[src/rtl/plru_pkg.sv]
`default_nettype none
// +---------------------------------------------------------------------------+
// | plru_pkg : shared types and tree-PLRU helpers for the 8-way LLC engine.   |
// | Rev 1.0                                                                   |
// +---------------------------------------------------------------------------+
package plru_pkg;

   localparam int PLRU_SIZE = 7;
   localparam int WAY_SIZE  = 3;
   localparam int NUM_WAYS  = 8;

   typedef enum logic [1:0] {
      OP_TOUCH = 2'b00,
      OP_ALLOC = 2'b01,
      OP_PEEK  = 2'b10,
      OP_RSVD  = 2'b11
   } plru_op_e;

   typedef logic [PLRU_SIZE-1:0] plru_t;
   typedef logic [WAY_SIZE-1:0]  way_t;

   // Bit 0 is the root; a node bit records which side was touched last.
   function automatic plru_t plru_update(input plru_t p, input way_t w);
      plru_t res;
      res = p;
      case (w)
         3'd0: begin res[0] = 1'b0; res[1] = 1'b0; res[3] = 1'b0; end
         3'd1: begin res[0] = 1'b0; res[1] = 1'b0; res[3] = 1'b1; end
         3'd2: begin res[0] = 1'b0; res[1] = 1'b1; res[4] = 1'b0; end
         3'd3: begin res[0] = 1'b0; res[1] = 1'b1; res[4] = 1'b1; end
         3'd4: begin res[0] = 1'b1; res[2] = 1'b0; res[5] = 1'b0; end
         3'd5: begin res[0] = 1'b1; res[2] = 1'b0; res[5] = 1'b1; end
         3'd6: begin res[0] = 1'b1; res[2] = 1'b1; res[6] = 1'b0; end
         default: begin res[0] = 1'b1; res[2] = 1'b1; res[6] = 1'b1; end
      endcase
      return res;
   endfunction

   function automatic way_t plru_walk(input plru_t p);
      way_t w;
      if (p[0]) begin
         w = p[1] ? (p[3] ? 3'd0 : 3'd1) : (p[4] ? 3'd2 : 3'd3);
      end else begin
         w = p[2] ? (p[5] ? 3'd4 : 3'd5) : (p[6] ? 3'd6 : 3'd7);
      end
      return w;
   endfunction

endpackage
`default_nettype wire

[src/rtl/plru_victim_engine_if.sv]
`default_nettype none
// +---------------------------------------------------------------------------+
// | plru_victim_engine_if : request/response bus between LLC controller and   |
// | the PLRU engine.                                              Rev 1.0     |
// +---------------------------------------------------------------------------+
interface plru_victim_engine_if #(
   parameter int SET_BITS = 6
);
   import plru_pkg::*;

   logic                req_valid;
   logic                req_ready;
   logic [1:0]          req_op;
   logic [SET_BITS-1:0] req_set;
   way_t                req_way;
   logic [7:0]          req_valid_mask;

   logic                rsp_valid;
   logic                rsp_ready;
   way_t                rsp_way;
   logic                rsp_from_invalid;
   plru_t               rsp_plru;

   modport master (
      output req_valid, req_op, req_set, req_way, req_valid_mask, rsp_ready,
      input  req_ready, rsp_valid, rsp_way, rsp_from_invalid, rsp_plru
   );

   modport slave (
      input  req_valid, req_op, req_set, req_way, req_valid_mask, rsp_ready,
      output req_ready, rsp_valid, rsp_way, rsp_from_invalid, rsp_plru
   );

endinterface
`default_nettype wire

[src/rtl/plru_victim_select.sv]
`default_nettype none
// +---------------------------------------------------------------------------+
// | plru_victim_select : combinational victim pick from a PLRU word; with     |
// | PLRU_INVALID_FIRST_EN an invalid way wins over the tree.      Rev 1.0     |
// +---------------------------------------------------------------------------+
module plru_victim_select
   import plru_pkg::*;
(
   input  plru_t      i_plru,
   input  logic [7:0] i_valid_mask,
   output way_t       o_way,
   output logic       o_from_invalid
);

`ifdef PLRU_INVALID_FIRST_EN
   // Descending scan so the lowest invalid index is the one that sticks.
   always_comb begin
      o_way          = plru_walk(i_plru);
      o_from_invalid = 1'b0;
      for (int i = NUM_WAYS - 1; i >= 0; i--) begin
         if (!i_valid_mask[i]) begin
            o_way          = way_t'(i);
            o_from_invalid = 1'b1;
         end
      end
   end
`else
   logic w_unused_mask;

   assign w_unused_mask  = ^i_valid_mask;
   assign o_way          = plru_walk(i_plru);
   assign o_from_invalid = 1'b0;
`endif

endmodule
`default_nettype wire

[src/rtl/plru_victim_engine.sv]
`default_nettype none
// +---------------------------------------------------------------------------+
// | plru_victim_engine : per-set tree-PLRU store serving TOUCH/ALLOC/PEEK.    |
// | Optional macro PLRU_INVALID_FIRST_EN.                         Rev 1.0     |
// +---------------------------------------------------------------------------+
module plru_victim_engine
   import plru_pkg::*;
#(
   parameter int NUM_SETS = 64,
   parameter int SET_BITS = $clog2(NUM_SETS)
) (
   input  logic                 clk,
   input  logic                 rst_n,
   plru_victim_engine_if.slave  bus,
   output logic                 init_done
);

   localparam logic [0:0]          c_st_init  = 1'b0;
   localparam logic [0:0]          c_st_run   = 1'b1;
   localparam logic [SET_BITS-1:0] c_last_set = SET_BITS'(NUM_SETS - 1);

   logic [0:0]          r_state;
   logic [SET_BITS-1:0] r_cnt;
   logic                r_init_done;
   plru_t               r_plru [NUM_SETS];

   logic                r_rsp_valid;
   way_t                r_rsp_way;
   logic                r_rsp_from_invalid;
   plru_t               r_rsp_plru;

   plru_op_e            w_op;
   plru_t               w_cur;
   plru_t               w_next;
   way_t                w_victim;
   way_t                w_rsp_way;
   logic                w_from_invalid;
   logic                w_rsp_fi;
   logic                w_is_touch;
   logic                w_writes;
   logic                w_req_ready;
   logic                w_accept;
   logic                w_wr_en;
   logic [SET_BITS-1:0] w_wr_set;
   plru_t               w_wr_data;

   assign w_op  = plru_op_e'(bus.req_op);
   assign w_cur = r_plru[bus.req_set];

   plru_victim_select u_sel (
      .i_plru         (w_cur),
      .i_valid_mask   (bus.req_valid_mask),
      .o_way          (w_victim),
      .o_from_invalid (w_from_invalid)
   );

   always_comb begin
      w_is_touch = 1'b0;
      w_writes   = 1'b0;
      case (w_op)
         OP_TOUCH: begin
            w_is_touch = 1'b1;
            w_writes   = 1'b1;
         end
         OP_ALLOC: w_writes = 1'b1;
         default:  w_writes = 1'b0;
      endcase
   end

   assign w_rsp_way   = w_is_touch ? bus.req_way : w_victim;
   assign w_rsp_fi    = w_is_touch ? 1'b0 : w_from_invalid;
   assign w_next      = w_writes ? plru_update(w_cur, w_rsp_way) : w_cur;
   assign w_req_ready = (r_state == c_st_run) && (!r_rsp_valid || bus.rsp_ready);
   assign w_accept    = bus.req_valid && w_req_ready;

   // Single write port shared by the init sweep and run-time write-back.
   assign w_wr_en   = (r_state == c_st_init) || (w_accept && w_writes);
   assign w_wr_set  = (r_state == c_st_init) ? r_cnt : bus.req_set;
   assign w_wr_data = (r_state == c_st_init) ? '0 : w_next;

   always_ff @(posedge clk) begin
      if (w_wr_en) begin
         r_plru[w_wr_set] <= w_wr_data;
      end
   end

   always_ff @(posedge clk or negedge rst_n) begin
      if (!rst_n) begin
         r_state     <= c_st_init;
         r_cnt       <= '0;
         r_init_done <= 1'b0;
      end else if (r_state == c_st_init) begin
         r_cnt <= r_cnt + SET_BITS'(1);
         if (r_cnt == c_last_set) begin
            r_state     <= c_st_run;
            r_init_done <= 1'b1;
         end
      end
   end

   always_ff @(posedge clk or negedge rst_n) begin
      if (!rst_n) begin
         r_rsp_valid        <= 1'b0;
         r_rsp_way          <= '0;
         r_rsp_from_invalid <= 1'b0;
         r_rsp_plru         <= '0;
      end else if (w_accept) begin
         r_rsp_valid        <= 1'b1;
         r_rsp_way          <= w_rsp_way;
         r_rsp_from_invalid <= w_rsp_fi;
         r_rsp_plru         <= w_next;
      end else if (bus.rsp_ready) begin
         r_rsp_valid <= 1'b0;
      end
   end

   assign bus.req_ready        = w_req_ready;
   assign bus.rsp_valid        = r_rsp_valid;
   assign bus.rsp_way          = r_rsp_way;
   assign bus.rsp_from_invalid = r_rsp_from_invalid;
   assign bus.rsp_plru         = r_rsp_plru;
   assign init_done            = r_init_done;

endmodule
`default_nettype wire

[src/flat_wrapper.sv]
// flat-port wrapper written by rule: the top's interface ports become plain ports
module plru_victim_engine_flat import plru_pkg::*;
#(
   parameter int NUM_SETS = 64,
   parameter int SET_BITS = $clog2(NUM_SETS)
)
  (clk, rst_n, init_done, bus_req_valid, bus_req_op, bus_req_set, bus_req_way, bus_req_valid_mask, bus_rsp_ready, bus_req_ready, bus_rsp_valid, bus_rsp_way, bus_rsp_from_invalid, bus_rsp_plru);
  plru_victim_engine_if #(.SET_BITS(SET_BITS)) bus_i ();
  input  logic clk;
  input  logic rst_n;
  output logic init_done;
  input wire logic [$bits(bus_i.req_valid)-1:0] bus_req_valid;
  input wire logic [$bits(bus_i.req_op)-1:0] bus_req_op;
  input wire logic [$bits(bus_i.req_set)-1:0] bus_req_set;
  input wire logic [$bits(bus_i.req_way)-1:0] bus_req_way;
  input wire logic [$bits(bus_i.req_valid_mask)-1:0] bus_req_valid_mask;
  input wire logic [$bits(bus_i.rsp_ready)-1:0] bus_rsp_ready;
  output wire logic [$bits(bus_i.req_ready)-1:0] bus_req_ready;
  output wire logic [$bits(bus_i.rsp_valid)-1:0] bus_rsp_valid;
  output wire logic [$bits(bus_i.rsp_way)-1:0] bus_rsp_way;
  output wire logic [$bits(bus_i.rsp_from_invalid)-1:0] bus_rsp_from_invalid;
  output wire logic [$bits(bus_i.rsp_plru)-1:0] bus_rsp_plru;
  assign bus_i.req_valid = bus_req_valid;
  assign bus_i.req_op = bus_req_op;
  assign bus_i.req_set = bus_req_set;
  assign bus_i.req_way = bus_req_way;
  assign bus_i.req_valid_mask = bus_req_valid_mask;
  assign bus_i.rsp_ready = bus_rsp_ready;
  assign bus_req_ready = bus_i.req_ready;
  assign bus_rsp_valid = bus_i.rsp_valid;
  assign bus_rsp_way = bus_i.rsp_way;
  assign bus_rsp_from_invalid = bus_i.rsp_from_invalid;
  assign bus_rsp_plru = bus_i.rsp_plru;
  plru_victim_engine #(.NUM_SETS(NUM_SETS), .SET_BITS(SET_BITS)) u_core (.clk(clk), .rst_n(rst_n), .bus(bus_i), .init_done(init_done));
endmodule
[config.mk]
export PLATFORM = sky130hd
export DESIGN_NAME = plru_victim_engine_flat
export DESIGN_NICKNAME = d
export VERILOG_FILES = /design/src/rtl/plru_pkg.sv /design/src/rtl/plru_victim_engine_if.sv /design/src/rtl/plru_victim_select.sv /design/src/rtl/plru_victim_engine.sv /design/src/flat_wrapper.sv
export SDC_FILE = /design/constraint.sdc
export NUM_CORES = 1
export LEC_CHECK = 0
export CAP_MARGIN = 20
export CORE_UTILIZATION = 66
export DETAILED_ROUTE_END_ITERATION = 8
export PLACE_DENSITY = 0.95
export SLEW_MARGIN = 20
export SYNTH_ARGS = -nofsm -noshare
export SYNTH_HDL_FRONTEND = slang
export SYNTH_SLANG_ARGS = --single-unit
[constraint.sdc]
create_clock -name clk -period 8.91 [get_ports clk]
set_clock_uncertainty 0.05 [all_clocks]
set_input_delay 1.782 -clock clk [delete_from_list [all_inputs] [get_ports clk]]
set_output_delay 1.782 -clock clk [all_outputs]
set_load 0.02 [all_outputs]
; ---- Word level (Yosys, flattened, before mapping)
; Memory sizes are Yosys's and may differ from the RTL's.
; Cells that the tools add are included.
; W data, S select, Z words.
[classes]
n_addsub = 1
bitwise_logic = 1
magnitude_cmp = 0
n_eq_ne = 8
n_reduce_logical = 16
shift = 0
n_div = 0
muxes = 26
n_mul = 0
[op_table]
columns = cell, n
row1 = $mux W7, 2
row2 = $mux W1, 13
row3 = $pmux W1 S2, 6
row4 = $eq A3 B3 Y1 const B, 3
row5 = $reduce_or A2 Y1, 4
row6 = $add A6 B1 Y6 const B, 1
row7 = $eq A3 B2 Y1 const B, 2
row8 = $eq A6 B6 Y1 const B, 1
row9 = $mux W3, 2
row10 = $mux W6, 1
row11 = $reduce_or A6 Y1, 1
row12 = $mux W2, 2
row13 = $reduce_or A4 Y1, 1
row14 = $eq A3 B1 Y1 const B, 1
row15 = $logic_and A1 B1 Y1, 3
row16 = $logic_not A3 Y1, 1
row17 = $eq A2 B1 Y1 const B, 1
row18 = $logic_not A2 Y1, 1
row19 = $logic_or A1 B1 Y1, 2
row20 = $reduce_and A2 Y1, 1
row21 = $reduce_bool A2 Y1, 1
row22 = $logic_not A1 Y1, 1
row23 = $not A1 Y1, 1
[totals]
out_inout_bits = 14
ramBits = 448
ff_bits = 19
n_memories = 1
mem_bits_ro = 0
latch_bits = 0
[mem_list]
columns = name, words, word_bits, rd, rd_ports_with_merged_regs, write_ports, line_no
row1 = u_core.r_plru, 64, 7, 1, 0, 1, plru_victim_engine.sv:25  ; plru_t r_plru [NUM_SETS];

; ---- Longest topological paths before layout
; An unclocked memory read counts as a cell.
[depth]
depth_word = 10
ltp_mapped = 13
mapped_depth_nobuf = 7

; ---- Cells and area by module
; A second synthesis with hierarchy kept.
[hier_totals]
hier_cells = 1036
hier_area_um2 = 18924.4
[modules_own_cells]
columns = mod, instances, area_each_um2, cells_each
row1 = plru_victim_engine, 1, 18864.3, 1029
row2 = plru_victim_select, 1, 60.1, 7

; ---- Worst setup path after synthesis
; OpenSTA, ideal clock, no wires.
[synth_path]
kind = input to register
startpoint = input port bus_req_set[0]
endpoint = memory u_core.r_plru[0][6] in the netlist's numbering (data pin)
setup_slack_ps = 1083
cell_stages = 13
arrival_ps = 7047
path_buffers = 6
setup_ps = 730
cell_sequence = buf_6 > buf_6 > buf_6 > buf_6 > buf_2 > mux4_2 > a22oi_1 > a21oi_1 > nor4_1 > mux2i_1 > a32o_1 > buf_2 > o32ai_1
[synth_via]
elab_chain_cells = 10
word_cells_on_any_way = 20
cone_classes = eq/ne: 6 / mux: 11 / reduce/logical: 2 / memory: 1
[synth_rtl]
columns = element, line_no
row1 = from (decl), flat_wrapper.sv:14  ; input wire logic [$bits(bus_i.req_set)-1:0] bus_req_set;
row2 = $mem_v2 Z64 W7 *, --
row3 = $mux W1 (on tied branches), "plru_pkg.sv:44, plru_pkg.sv:42"
row4 = $mux W2 (on tied branches), "plru_pkg.sv:44, plru_pkg.sv:42"
row5 = $mux W3, plru_pkg.sv:41  ; if (p[0]) begin
row6 = $mux W3, plru_victim_engine.sv:70  ; assign w_rsp_way = w_is_touch ? bus.req_way : w_victim;
row7 = $eq A3 B1 Y1 (tied with other cells), plru_pkg.sv:26  ; case (w)
row8 = $reduce_or A6 Y1 (no line), --
row9 = $pmux W1 S2, plru_pkg.sv:26
row10 = $mux W7 *, plru_victim_engine.sv:72  ; assign w_next = w_writes ? plru_update(w_cur, w_rsp_way) : w_cur;
row11 = $mux W7 *, plru_victim_engine.sv:79  ; assign w_wr_data = (r_state == c_st_init) ? '0 : w_next;
row12 = net u_core.w_wr_data[6], plru_victim_engine.sv:45  ; plru_t w_wr_data;
row13 = to (decl), plru_victim_engine.sv:25
; The timed path passes the listed nets; every way through them passes the cells marked *.

; ---- Worst setup path in the final report
[layout_path]
startpoint = input port bus_req_set[0]
endpoint = memory u_core.r_plru[9][6] in the netlist's numbering (data pin)
; The elaborated chain is that of the path after synthesis.

==> metrics.txt <==
crit path kind=in -> reg; wire per inst=33.1 microns; GP Congestion=0.933; Final Max Tran Viols=0; Total Routed Length=46500 microns; die height=170 microns; first-pass GRT wire length=68200 microns; vias per cell=7.41; Vias=10400; Yosys cell types=54; share of cells above drive strength 1=21.6%; CP top delay family=compound AO/OA/AOI/OAI gates; pin count of the biggest net entering global routing=70; hold_ws=0.444 ns; final cycle utilization of the critical path=74.7%; Primary FF master, synth=edfxtp_1; Synth Net Count=977; VDD IR max=0.242 mV; Critical Path Most Common Cell=buf_4; buffers plus inverters on the worst setup path=3; fin crit period=6.66 ns; EDFF count, synth=448; core area=0.0278 sq mm; CP max-delay cell=o32ai_4; worst setup margin=2.25 ns; r2r worst-path depth=8; final net count=1017; Layout Cells excl Fill=1406; setup_tns=0 ns; Slew @ Worst Pin=1.10 ns; Worst slew margin=26.5%; clk_lat worst skew=0.57 ns; #FFs+latches synth=467; GRT Total Usage=33.9%; Sequential cell area=0.0139 sq mm; leakage=5.68 nW; initial antenna violation count=0; area grow syn2layout=11.9%; CTS Hold Bufs=0; Die Wd=170 microns; ys async rst share=4.07%; total CTS buffers=43; CP Launch Type=input pin; # diodes=0; Initial Utilization=66.9%; Max Cap Viol=0; Setup-failing EPs final=0; worst path required time=9.16 ns; Synth Instances=953; Crit path depth=10; Syn Std Cell Area=0.0186 sq mm; port buffer count=27; clk buf depth=3; Setup crit end kind=flip-flop; CP max stage delay=1.01 ns; Detail Placement HPWL=26400 microns; buffer count from post-CTS setup fixing=0; Placed Cells incl. Taps=1326; gr ovfl total=0; vias in the first global route=10400; Clock H-tree levels=2; final core occ=74.9%; crit path DAT=6.90 ns; DRT iter0 DRCs=2163; Hold Vio Cnt, Final=0; crit-path max FO=69; worst slack at placement=1.86 ns; power per cell area=213 mW/mm^2; DR pass1 iterations=6; Clk pin slew, worst setup/hold paths=0.07 ns; multi-input logic area=0.00449 sq mm; syn_area_per_cell=19.5 sq um; sequential fraction of the synthesis area=74.9%; Highest Clock Rate=150 MHz; Remaining DRCs=0; # rows=61; Hold Path Class=reg -> reg; Synth Warn #=0; # resized after CTS=0; clock sinks=467; worst-path cell chain=buf_6 > buf_4 > mux4_2 > o22ai_1 > nor3_1 > a22oi_1 > nand3_1 > a32o_1 > o32ai_4 > buf_4; unrepaired setup endpoints after global routing=no; IO Pins=37; hold depth=2; antenna viol nets, final=0; fill count=1424; CTS tree=done; Clock Root Buffer=clkbuf_16; status=completed; die area=0.0289 sq mm
## Yosys cell counts, drive strengths merged, types with 5 or more instances
| library cell | n | area share (%) |
|---|---|---|
| edfxtp | 448 | 72 |
| mux4 | 114 | 14 |
| nor2 | 77 | 1.6 |
| nand2 | 41 | 0.83 |
| buf | 29 | 0.89 |
| a22oi | 26 | 1.0 |
| clkbuf | 21 | 0.42 |
| a21oi | 19 | 0.51 |
| dfrtp | 19 | 2.6 |
| o22ai | 16 | 0.54 |
| nand3 | 15 | 0.40 |
| mux2i | 14 | 0.75 |
| o21ai | 14 | 0.38 |
| inv | 7 | 0.14 |
| nor2b | 5 | 0.17 |
| nor3b | 5 | 0.20 |
| o31ai | 5 | 0.20 |
| xnor2 | 5 | 0.24 |
## worst reg2reg max path: cells and delay by family (launching register included)
kind	cells	cell delay (ns)
AND/OR/NAND/NOR	1	0.16
AO/OA/AOI/OAI	5	2.74
buffers and inverters	1	0.55
multiplexers	1	0.56
flip-flops	1	0.43
## placed cells by master (no fill, tap or decap), types with 8 or more instances in the layout
| cell | synthesis | layout |
|---|---|---|
| o22ai_1 | 16 | 16 |
| edfxtp_1 | 448 | 448 |
| dfrtp_1 | 19 | 19 |
| mux2i_1 | 14 | 14 |
| a21oi_1 | 19 | 19 |
| a22oi_1 | 26 | 26 |
| buf_4 | 2 | 18 |
| clkbuf_16 | 0 | 44 |
| o21ai_0 | 14 | 14 |
| nand2_1 | 41 | 41 |
| nor2_1 | 77 | 75 |
| clkinv_1 | 0 | 10 |
| nand3_1 | 15 | 15 |
| mux4_2 | 114 | 114 |
| clkinv_2 | 0 | 8 |
| clkdlybuf4s50_1 | 0 | 25 |
## path summary, 6_finish.rpt
kind                                                         from                            endpoint  slack [ns]
worst min-delay path            u_core.bus.rsp_way[0]$_DFFE_PN0P_   u_core.bus.rsp_way[0]$_DFFE_PN0P_        0.44
worst min register to register  u_core.bus.rsp_way[0]$_DFFE_PN0P_   u_core.bus.rsp_way[0]$_DFFE_PN0P_        0.44
worst max register to register     u_core.r_plru[19][2]$_DFFE_PP_       u_core.r_plru[9][6]$_DFFE_PP_        4.17
worst max-delay path                               bus_req_set[0]       u_core.r_plru[9][6]$_DFFE_PP_        2.25
max in group asynchronous                                   rst_n  u_core.bus.rsp_plru[4]$_DFFE_PN0P_        6.60
min in group asynchronous                                   rst_n  u_core.bus.rsp_plru[0]$_DFFE_PN0P_        1.65
## power breakdown
part / total, mW / switching (mW) / internal, mW
registers: 2.37 / 0 / 2.37
clock network: 1.92 / 0.806 / 1.11
logic: 0.144 / 0.0936 / 0.0508
## kinds of logic (layout without fill, tap and decap cells)
family,count (synthesis),after routing,share of synthesized area [%]
flip-flops,467,467,74.9
AND/OR/NAND/NOR,178,178,4.45
multiplexers,132,132,14.8
AO/OA/AOI/OAI,112,112,4.09
buffers and inverters,57,132,1.45
XOR/XNOR,5,5,0.235
adder cells (fa/ha/maj),1,1,0.0673
other,1,1,0.0202
## stage by stage
stage	power, mW	cell area [sq um]
final	4.43	20800
after global routing	4.51	20800
after CTS	4.43	20800
after detailed placement	2.55	19300
after global placement	2.55	19300
after floorplan	2.51	18600
## sequential cells by signal, indices dropped and copies added, names as in the netlist
signal and flops:
u_core.r_cnt 6, u_core.bus.rsp_plru 7, u_core.bus.rsp_valid 1, u_core.r_state 1
u_core.bus.rsp_way 3, u_core.r_plru 448, u_core.init_done 1
## cell type report
type | count | share of cell area (%)
Multi-Input combinational cell | 429 | 21.6
Timing Repair Buffer | 45 | 2.00
Sequential cell | 467 | 66.9
Inverter | 7 | 0.126
Tap cell | 378 | 2.27
Clock buffer | 52 | 5.63
Clock inverter | 28 | 1.44
## routing by layer
layer  part of all wire, %  GRT usage [%]  vias to the layer above
met1                    33           43.6                     5140
met2                    47           53.2                     1001
met5                     0              0                        -
met3                    13           9.58                      262
met4                   7.1           18.3                        0
li1                      -              -                     4014
No activity file was read; power rests on OpenSTA's default activity.
